File: config.mk
export PLATFORM = sky130hd
export DESIGN_NAME = uart_rx_param_flat
export DESIGN_NICKNAME = d
export VERILOG_FILES = /design/src/rtl/uart_rx_param_if.sv /design/src/rtl/uart_rx_param.sv /design/src/flat_wrapper.sv
export SDC_FILE = /design/constraint.sdc
export NUM_CORES = 1
export LEC_CHECK = 0
export CAP_MARGIN = 20
export CORE_ASPECT_RATIO = 1.4
export CORE_MARGIN = 3
export CORE_UTILIZATION = 35
export DETAILED_ROUTE_END_ITERATION = 6
export HOLD_SLACK_MARGIN = 0.12
export PLACE_DENSITY = 0.56
export SYNTH_ARGS = -nofsm -noshare
export SYNTH_HDL_FRONTEND = slang
export SYNTH_SLANG_ARGS = --single-unit
File: constraint.sdc
create_clock -name rx_clk -period 2.45 [get_ports rx_clk]
set_clock_uncertainty 0.05 [all_clocks]
set_input_delay 0.245 -clock rx_clk [delete_from_list [all_inputs] [get_ports rx_clk]]
set_output_delay 0.245 -clock rx_clk [all_outputs]
set_load 0.1 [all_outputs]
File: src/rtl/uart_rx_param_if.sv
// Receiver-side bundle: serial line in, received word plus status out.
// master = receiver core, slave = pad/consumer side.
interface uart_rx_param_if #(
    parameter int DATA_BITS = 8
);
    logic                 rx_serial;
    logic [DATA_BITS-1:0] rx_data_out;
    logic                 rx_valid;
    logic                 rx_parity_err;
    logic                 rx_frame_err;
    logic                 rx_break;
    logic                 rx_busy;

    modport master (
        input  rx_serial,
        output rx_data_out,
        output rx_valid,
        output rx_parity_err,
        output rx_frame_err,
        output rx_break,
        output rx_busy
    );

    modport slave (
        output rx_serial,
        input  rx_data_out,
        input  rx_valid,
        input  rx_parity_err,
        input  rx_frame_err,
        input  rx_break,
        input  rx_busy
    );
endinterface

File: src/rtl/uart_rx_param.sv
// Parametrised UART receiver (5..9 data bits, none/even/odd parity, 1-2 stop bits).
// Latency ~2+HALF+bits*CLKS_PER_BIT+1 cycles; no backpressure, rx_valid is a 1-cycle pulse.
module uart_rx_param #(
    parameter int CLKS_PER_BIT = 87,
    parameter int DATA_BITS    = 8,
    parameter int PARITY_MODE  = 0,
    parameter int STOP_BITS    = 1
) (
    input  logic            rx_clk,
    input  logic            rx_rst_n,
    uart_rx_param_if.master rx
);
    localparam int CW = $clog2(CLKS_PER_BIT);
    localparam int IW = $clog2(DATA_BITS);

    localparam logic [CW-1:0] HALF      = CW'((CLKS_PER_BIT - 1) / 2);
    localparam logic [CW-1:0] LAST_CNT  = CW'(CLKS_PER_BIT - 1);
    localparam logic [IW-1:0] LAST_IDX  = IW'(DATA_BITS - 1);
    localparam logic          STOP_LAST = (STOP_BITS == 2);
    localparam logic          ODD_PAR   = (PARITY_MODE == 2);
    localparam logic          HAS_PAR   = (PARITY_MODE != 0);

    localparam logic [2:0] IDLE    = 3'd0;
    localparam logic [2:0] START   = 3'd1;
    localparam logic [2:0] DATA    = 3'd2;
    localparam logic [2:0] PARITY  = 3'd3;
    localparam logic [2:0] STOP    = 3'd4;
    localparam logic [2:0] CLEANUP = 3'd5;

    logic                 s1;
    logic                 s2;
    logic [2:0]           state;
    logic [CW-1:0]        cnt;
    logic [IW-1:0]        idx;
    logic                 stop_idx;
    logic [DATA_BITS-1:0] shift;
    logic                 par_bit;
    logic                 par_err;
    logic                 frm_err;
    logic                 pending;

    logic [DATA_BITS-1:0] data_q;
    logic                 valid_q;
    logic                 perr_q;
    logic                 ferr_q;
    logic                 brk_q;

    logic                 cnt_done;

    assign cnt_done = (cnt == LAST_CNT);

    always_ff @(posedge rx_clk) begin
        if (!rx_rst_n) begin
            s1       <= 1'b1;
            s2       <= 1'b1;
            state    <= IDLE;
            cnt      <= '0;
            idx      <= '0;
            stop_idx <= 1'b0;
            shift    <= '0;
            par_bit  <= 1'b0;
            par_err  <= 1'b0;
            frm_err  <= 1'b0;
            pending  <= 1'b0;
            data_q   <= '0;
            valid_q  <= 1'b0;
            perr_q   <= 1'b0;
            ferr_q   <= 1'b0;
            brk_q    <= 1'b0;
        end else begin
            s1      <= rx.rx_serial;
            s2      <= s1;
            valid_q <= 1'b0;

            case (state)
                IDLE: begin
                    cnt      <= '0;
                    idx      <= '0;
                    stop_idx <= 1'b0;
                    if (!s2) begin
                        state   <= START;
                        par_bit <= 1'b0;
                        par_err <= 1'b0;
                        frm_err <= 1'b0;
                    end
                end

                // Re-check the line mid start bit; a high here is a glitch.
                START: begin
                    if (cnt == HALF) begin
                        cnt   <= '0;
                        state <= s2 ? IDLE : DATA;
                    end else begin
                        cnt <= cnt + 1'b1;
                    end
                end

                DATA: begin
                    if (cnt_done) begin
                        cnt        <= '0;
                        shift[idx] <= s2;
                        if (idx == LAST_IDX) begin
                            idx   <= '0;
                            state <= HAS_PAR ? PARITY : STOP;
                        end else begin
                            idx <= idx + 1'b1;
                        end
                    end else begin
                        cnt <= cnt + 1'b1;
                    end
                end

                PARITY: begin
                    if (cnt_done) begin
                        cnt     <= '0;
                        par_bit <= s2;
                        par_err <= ((^shift) ^ s2) != ODD_PAR;
                        state   <= STOP;
                    end else begin
                        cnt <= cnt + 1'b1;
                    end
                end

                STOP: begin
                    if (cnt_done) begin
                        cnt <= '0;
                        if (!s2) begin
                            frm_err <= 1'b1;
                        end
                        if (stop_idx == STOP_LAST) begin
                            stop_idx <= 1'b0;
                            pending  <= 1'b1;
                            state    <= CLEANUP;
                        end else begin
                            stop_idx <= 1'b1;
                        end
                    end else begin
                        cnt <= cnt + 1'b1;
                    end
                end

                // Deliver on the first cycle here, then hold while the line is
                // still low so a break cannot retrigger a new frame.
                CLEANUP: begin
                    if (pending) begin
                        pending <= 1'b0;
                        valid_q <= 1'b1;
                        data_q  <= shift;
                        perr_q  <= par_err;
                        ferr_q  <= frm_err;
                        brk_q   <= frm_err && (shift == '0) && !par_bit;
                    end
                    if (s2) begin
                        state <= IDLE;
                    end
                end

                default: begin
                    state    <= IDLE;
                    cnt      <= '0;
                    idx      <= '0;
                    stop_idx <= 1'b0;
                    pending  <= 1'b0;
                end
            endcase
        end
    end

    assign rx.rx_data_out   = data_q;
    assign rx.rx_valid      = valid_q;
    assign rx.rx_parity_err = perr_q;
    assign rx.rx_frame_err  = ferr_q;
    assign rx.rx_break      = brk_q;
    assign rx.rx_busy       = (state != IDLE);

endmodule

File: src/flat_wrapper.sv
// flat-port wrapper written by rule: the top's interface ports become plain ports
module uart_rx_param_flat 
#(
    parameter int CLKS_PER_BIT = 87,
    parameter int DATA_BITS    = 8,
    parameter int PARITY_MODE  = 0,
    parameter int STOP_BITS    = 1
)
  (rx_clk, rx_rst_n, rx_rx_serial, rx_rx_data_out, rx_rx_valid, rx_rx_parity_err, rx_rx_frame_err, rx_rx_break, rx_rx_busy);
  uart_rx_param_if #(.DATA_BITS(DATA_BITS)) rx_i ();
  input  logic rx_clk;
  input  logic rx_rst_n;
  input wire logic [$bits(rx_i.rx_serial)-1:0] rx_rx_serial;
  output wire logic [$bits(rx_i.rx_data_out)-1:0] rx_rx_data_out;
  output wire logic [$bits(rx_i.rx_valid)-1:0] rx_rx_valid;
  output wire logic [$bits(rx_i.rx_parity_err)-1:0] rx_rx_parity_err;
  output wire logic [$bits(rx_i.rx_frame_err)-1:0] rx_rx_frame_err;
  output wire logic [$bits(rx_i.rx_break)-1:0] rx_rx_break;
  output wire logic [$bits(rx_i.rx_busy)-1:0] rx_rx_busy;
  assign rx_i.rx_serial = rx_rx_serial;
  assign rx_rx_data_out = rx_i.rx_data_out;
  assign rx_rx_valid = rx_i.rx_valid;
  assign rx_rx_parity_err = rx_i.rx_parity_err;
  assign rx_rx_frame_err = rx_i.rx_frame_err;
  assign rx_rx_break = rx_i.rx_break;
  assign rx_rx_busy = rx_i.rx_busy;
  uart_rx_param #(.CLKS_PER_BIT(CLKS_PER_BIT), .DATA_BITS(DATA_BITS), .PARITY_MODE(PARITY_MODE), .STOP_BITS(STOP_BITS)) u_core (.rx_clk(rx_clk), .rx_rst_n(rx_rst_n), .rx(rx_i));
endmodule
==> impl_results.md, run 1 <==
- Status: complete, no violations
- Maximum root-to-sink buffer count: 2
- Detail Route Antenna Nets: 0
- Post-route DRC: 0
- Reg-to-Reg Start: u_core.state[0]
- Worst skew pair latency: 300 ps
- Commonest non-fill, non-tap cell in the layout: dfxtp_1
- Final hold violation count: 0
- Gr ovfl total: 0
- Minimum clock period: 2017 ps
- Antenna diode count: 0
- Min-delay src: u_core.s1
- Post-synthesis simple-gate area fraction: 25.26%
- Primary FF master, synth: dfxtp_1
- Final Slew Violations: 0
- Asr flop ratio synth: 0%
- GPL Wtd Cong: 0.8179
- Post-CTS Setup Bufs: 0
- Cell variety after synth: 43
- Vias: 1609
- Fraction of layout cells with a size suffix above 1: 14.11%
- Yosys top cell by area: dfxtp_1
- Register area share after synthesis: 41.78%
- Setup WS post-layout: 433.5 ps
- CTS tree: built
- Hold endpoint: u_core.s2
- CP cell instances: or3b_1, or4_4, nor3b_2, mux2i_1, nor2_1
- Crit end category: flip-flop
- Final period util: 82.31%
- FMAX: 495.9 MHz
- Synth Area in XOR/XNOR: 3.198%
- CTS sink count: 40
- Post_cts resized: 0
- Dpl hpwl: 3027 um
- I/O pins: 16
- Slew @ Worst Pin: 621.4 ps
- WP data required: 2590 ps
- Detailed Route Iter0 Violations: 79
- CTS Buf Count: 5
- Std-Cell Rows: 31
- Post-Synth Adder-Cell Area: 5.222%
- GRT Total Usage: 14.54%
- Post-synth EDFFs: 0
- First-pass GRT wire length: 7017 um
- Slowest cell on crit path: or4_4
- Worst Hold Depth: 1
- Largest net degree at the start of global routing: 25
- Routed WL: 4168 um
- Vias in the first global route: 1561
- Worst flop-to-flop path endpoint: u_core.shift[5]
- Syn_area_per_cell: 8.227 sq um
- Fill cell count: 538
- FF-to-FF setup slack: 430 ps
- CP max FO: 12
- Slew margin rel.: 58.52%
- Final #Nets: 258
- Worst Hold Slack: 364.3 ps
- Initial antenna violation count: 0
- Wire per inst: 13.27 um
- Yosys top cell area share: 41.78%
- Core ar.: 0.005236 sq mm
- Fin Setup TNS: 0 ps
- Worst stage delay on the critical path: 490 ps
- Largest family of logic cells by synthesized area: simple AND/OR/NAND/NOR gates
- Crit-path leading delay family: simple AND/OR/NAND/NOR gates
- Highest-count cells in the layout ignoring fill and taps: dfxtp_1, nand2_1, nor2_1
- DIE AREA: 0.006413 sq mm
- Final setup vio count: 0
- Root Buffer: clkbuf_8
- Die Ht: 93.57 um
- Mapped Cells: 233
- Hold WC Path Type: flip-flop to flip-flop
- P&R area growth vs syn: 15.54%
- Clk slew on worst S/H paths: 80 ps
- Crit path arrival time: 2160 ps
- IO Port Bufs: 15
- Drt first pass iters: 4
- CTS hold repair buffers: 0
- Vias/cell: 5.124
- P_leak: 0.0008315 uW
- Initial Util: 36.61%
- Syn Nets: 244
- CP bufs+invs: 0
- Number of max-cap violations: 0
- Synth warn: 0
- R2R depth: 5
- #FFs+latches synth: 40
- Setup crit start kind: flip-flop
- H-tree Lvls: 2
- Synth top area cells: dfxtp_1, nand2_1, ha_1, mux2i_1, nor2_1
- Cell Pwr Density: 664.2 mW/mm^2
- Placement Setup Slack: 433.5 ps
- Max VDD drop: 0.0004178 V
- Compound-Gate Fraction of Synth Area: 12.92%
- DIE WIDTH: 68.55 um
- Mux contribution to synthesized area: 5.809%
- Mapped Area: 0.001917 sq mm
- Critical path class: flip-flop to flip-flop
- RSZ-0062 raised after global routing: no
[routing by layer]
metal	vias to the layer above	global-route usage, %	share of wire [%]
li1	816	-	-
met1	761	15.59	43
met2	25	25.98	52
met3	7	3.606	3.4
met4	0	5.970	1.5
met5	-	0	0
[state kept, by name (all words and copies together), names as in the netlist, 3 cells and up]
register               flops
u_core.cnt                 7
u_core.idx                 3
u_core.rx.rx_data_out      8
u_core.shift               8
u_core.state               3
[per-stage QoR]
step	std cells	power, uW	util, %	cell area (sq um)
detailed placement	306	952.7	40.24	2107
global placement	306	954.3	40.24	2107
CTS	314	1492	42.29	2215
global route	314	1544	42.29	2215
floorplan	233	903.3	-	1917
finish	314	1471	42.29	2215
[synthesized netlist by cell type (2+ instances only)]
cell type	instances
buf_2	2
o21ai_0	4
mux2i_1	10
and2_1	2
nand3b_1	3
xor2_1	2
o211ai_1	2
nor3b_2	2
nand2b_1	4
ha_1	8
inv_1	15
a31oi_1	3
dfxtp_1	40
xnor2_1	5
nor4_1	3
clkbuf_1	10
nand2_1	38
a21oi_1	19
nand4_1	2
nor4b_1	2
nand3_1	5
nor3_1	5
buf_1	2
nor2_1	26
[where the power goes]
part	total, uW	internal (uW)	leakage [uW]	switching, uW
logic	242	81.0	0.000454	161
registers	695	664	0.000323	30.4
clock network	534	302	0.0000552	232
total	1470	1050	0.000832	423
[cell type report]
class	count	area (sq um)	area share, %
Clock inverter	2	35.03	1.582
Sequential cell	40	800.8	36.16
Clock buffer	6	72.57	3.277
Multi-Input combinational cell	164	1005	45.37
Timing Repair Buffer	21	162.7	7.345
Tap cell	66	82.58	3.729
Inverter	15	56.30	2.542
[logic make-up (layout without fill, tap and decap cells)]
logic type	Yosys count	in the layout
fa+ha+maj	8	8
compound gates	39	39
xor+xnor	7	7
mux	11	11
flops	40	40
simple gates	99	99
buf+inv	29	44
[how the worst max path moves through the flow]
stage | from | endpoint | slack [ps] | depth (start not counted)
after global placement | u_core.state[0] | u_core.shift[5] | 440 | 5
after detailed placement | u_core.state[0] | u_core.shift[5] | 430 | 5
after global routing | u_core.cnt[0] | u_core.idx[2] | 310 | 7
final | u_core.state[0] | u_core.shift[5] | 430 | 5
after CTS | u_core.state[0] | u_core.shift[5] | 430 | 5
after floorplan | u_core.state[1] | u_core.shift[5] | 610 | 5
No activity file was read; power rests on OpenSTA's default activity.
==> run 2: changes to the inputs <==
Clock period 2.45 ns to 2.05 ns, I/O delays scaled along.
==> run 2 against run 1 <==
  * Die area unchanged
  * Critical path depth rose by 2
  * Register-to-register slack worse by 260 ps
  * Wire length down 2.5%
  * First-iteration DRC count rose by 46%
  * Global-route usage down 0.30 points
  * Sequential share of layout area fell by 1.2 points
  * Power is 23% higher
  * Highest routed layer unchanged
==> impl_results.md, run 2 (synthesis results as in run 1) <==
- Status: complete, no violations (unchanged)
- Max VDD drop: 0.0003726 V (was 0.0004178 V)
- Cell Pwr Density: 789.3 mW/mm^2 (was 664.2 mW/mm^2)
- Vias: 1600 (was 1609)
- Post-CTS Setup Bufs: 0 (unchanged)
- CTS tree: built (unchanged)
- RSZ-0062 raised after global routing: no (unchanged)
- Worst skew pair latency: 290 ps (was 300 ps)
- Std-Cell Rows: 31 (unchanged)
- CTS sink count: 40 (unchanged)
- Routed WL: 4065 um (was 4168 um)
- Critical path class: flip-flop to flip-flop (unchanged)
- CP max FO: 5 (was 12)
- GRT Total Usage: 14.23% (was 14.54%)
- Worst flop-to-flop path endpoint: u_core.shift[3] (was u_core.shift[5])
- Core ar.: 0.005236 sq mm (unchanged)
- H-tree Lvls: 2 (unchanged)
- GPL Wtd Cong: 0.7913 (was 0.8179)
- Dpl hpwl: 3102 um (was 3027 um)
- Gr ovfl total: 0 (unchanged)
- Post-route DRC: 0 (unchanged)
- Slew margin rel.: 65.97% (was 58.52%)
- R2R depth: 7 (was 5)
- Post-DP Area: 0.002172 sq mm (was 0.002107 sq mm)
- Slew @ Worst Pin: 506.6 ps (was 621.4 ps)
- Highest-count cells in the layout ignoring fill and taps: dfxtp_1, nand2_1, nor2_1 (unchanged)
- DIE AREA: 0.006413 sq mm (unchanged)
- Root Buffer: clkbuf_8 (unchanged)
- Hold endpoint: u_core.s2 (unchanged)
- I/O pins: 16 (unchanged)
- Final period util: 91.56% (was 82.31%)
- Antenna diode count: 0 (unchanged)
- DIE WIDTH: 68.55 um (unchanged)
- Crit end category: flip-flop (unchanged)
- Drt first pass iters: 4 (unchanged)
- Vias in the first global route: 1531 (was 1561)
- P_leak: 0.0008695 uW (was 0.0008315 uW)
- FF-to-FF setup slack: 170 ps (was 430 ps)
- Final Slew Violations: 0 (unchanged)
- Initial Util: 36.61% (unchanged)
- Layout Cells excl Fill: 321 (was 314)
- Maximum root-to-sink buffer count: 2 (unchanged)
- Final instance area: 0.002288 sq mm (was 0.002215 sq mm)
- Reg-to-Reg Start: u_core.cnt[0] (was u_core.state[0])
- Worst Hold Depth: 1 (unchanged)
- Final hold violation count: 0 (unchanged)
- Vias/cell: 4.984 (was 5.124)
- CTS Buf Count: 5 (unchanged)
- Clk slew on worst S/H paths: 80 ps (about the same)
- Crit path arrival time: 2010 ps (was 2160 ps)
- Minimum clock period: 1877 ps (was 2017 ps)
- Fraction of layout cells with a size suffix above 1: 16.47% (was 14.11%)
- IO Port Bufs: 15 (unchanged)
- FMAX: 532.8 MHz (was 495.9 MHz)
- Fin Setup TNS: 0 ps (unchanged)
- Largest net degree at the start of global routing: 25 (unchanged)
- Final #Nets: 265 (was 258)
- Wire per inst: 12.66 um (was 13.27 um)
- Number of max-cap violations: 0 (unchanged)
- Detail Route Antenna Nets: 0 (unchanged)
- Die Ht: 93.57 um (unchanged)
- Post-Place Cells: 313 (was 306)
- Hold WC Path Type: flip-flop to flip-flop (unchanged)
- Initial antenna violation count: 0 (unchanged)
- Setup crit start kind: flip-flop (unchanged)
- WP data required: 2180 ps (was 2590 ps)
- Detailed Route Iter0 Violations: 115 (was 79)
- First-pass GRT wire length: 6920 um (was 7017 um)
- Commonest non-fill, non-tap cell in the layout: dfxtp_1 (unchanged)
- Final setup vio count: 0 (unchanged)
- P&R area growth vs syn: 19.39% (was 15.54%)
- Min-delay src: u_core.s1 (unchanged)
[run 2: cell types whose count changed in the layout (fill, tap and decap cells not counted), sizes merged]
cell / before / now
buf: 19 / 26
[run 2: what timing repair did]
item	CTS	global route
endpoints found under the setup margin	0	5
resized for setup	0	1
hold buffers	0	0
hold endpoints to repair	0	0
[run 2: per-stage QoR]
step                      hold WS, ps  power [uW]  util, %  setup slack (ps)
after CTS                       375.1        1819    43.54             151.1
after detailed placement        357.2        1194    41.48             165.0
after floorplan                 256.5        1080        -             205.4
after global placement          340.1        1197    41.48             214.7
final                           367.2        1806    43.70             173.1
after global routing            410.3        1893    43.70             39.03
[run 2: layout make-up]
cell class	count	area [sq um]
sequential	40	800.8
clock inverter	2	35.03
multi-input combinational	164	1013
timing repair buffer	28	227.7
tap	66	82.58
fill	544	2948
clock buffer	6	72.57
inverter	15	56.30
[run 2: worst max-delay path by stage]
| stage | to | slack (ps) | startpoint | cells after the start |
|---|---|---|---|---|
| after global placement | u_core.shift[5] | 210 | u_core.state[2] | 5 |
| final | u_core.shift[3] | 170 | u_core.cnt[0] | 7 |
| after detailed placement | u_core.cnt[0] | 160 | u_core.cnt[0] | 7 |
| after floorplan | u_core.shift[5] | 210 | u_core.state[1] | 5 |
| after global routing | u_core.cnt[1] | 40 | u_core.cnt[0] | 8 |
| after CTS | u_core.cnt[0] | 150 | u_core.cnt[0] | 7 |
[run 2: power by group]
part           leakage (uW)  switching, uW  total (uW)  internal [uW]
logic              0.000492            229         376            147
clock network     0.0000552            264         625            361
registers          0.000323           10.9         805            794
total              0.000869            504        1810           1300
[run 2: critical path, cell delays in order (launching register included)]
cell and delay, ps:
dfxtp_1 330, inv_1 90, ha_1 150, nand2b_1 100, or4_4 580, nor3b_2 210, mux2i_1 220, nor2_1 50
[run 2: per-layer routing]
layer / vias up / share of wire, % / track usage, %
li1: 834 / - / -
met4: 0 / 1.5 / 4.975
met5: - / 0 / 0
met3: 6 / 3.1 / 3.606
met1: 739 / 42 / 15.40
met2: 21 / 53 / 25.66
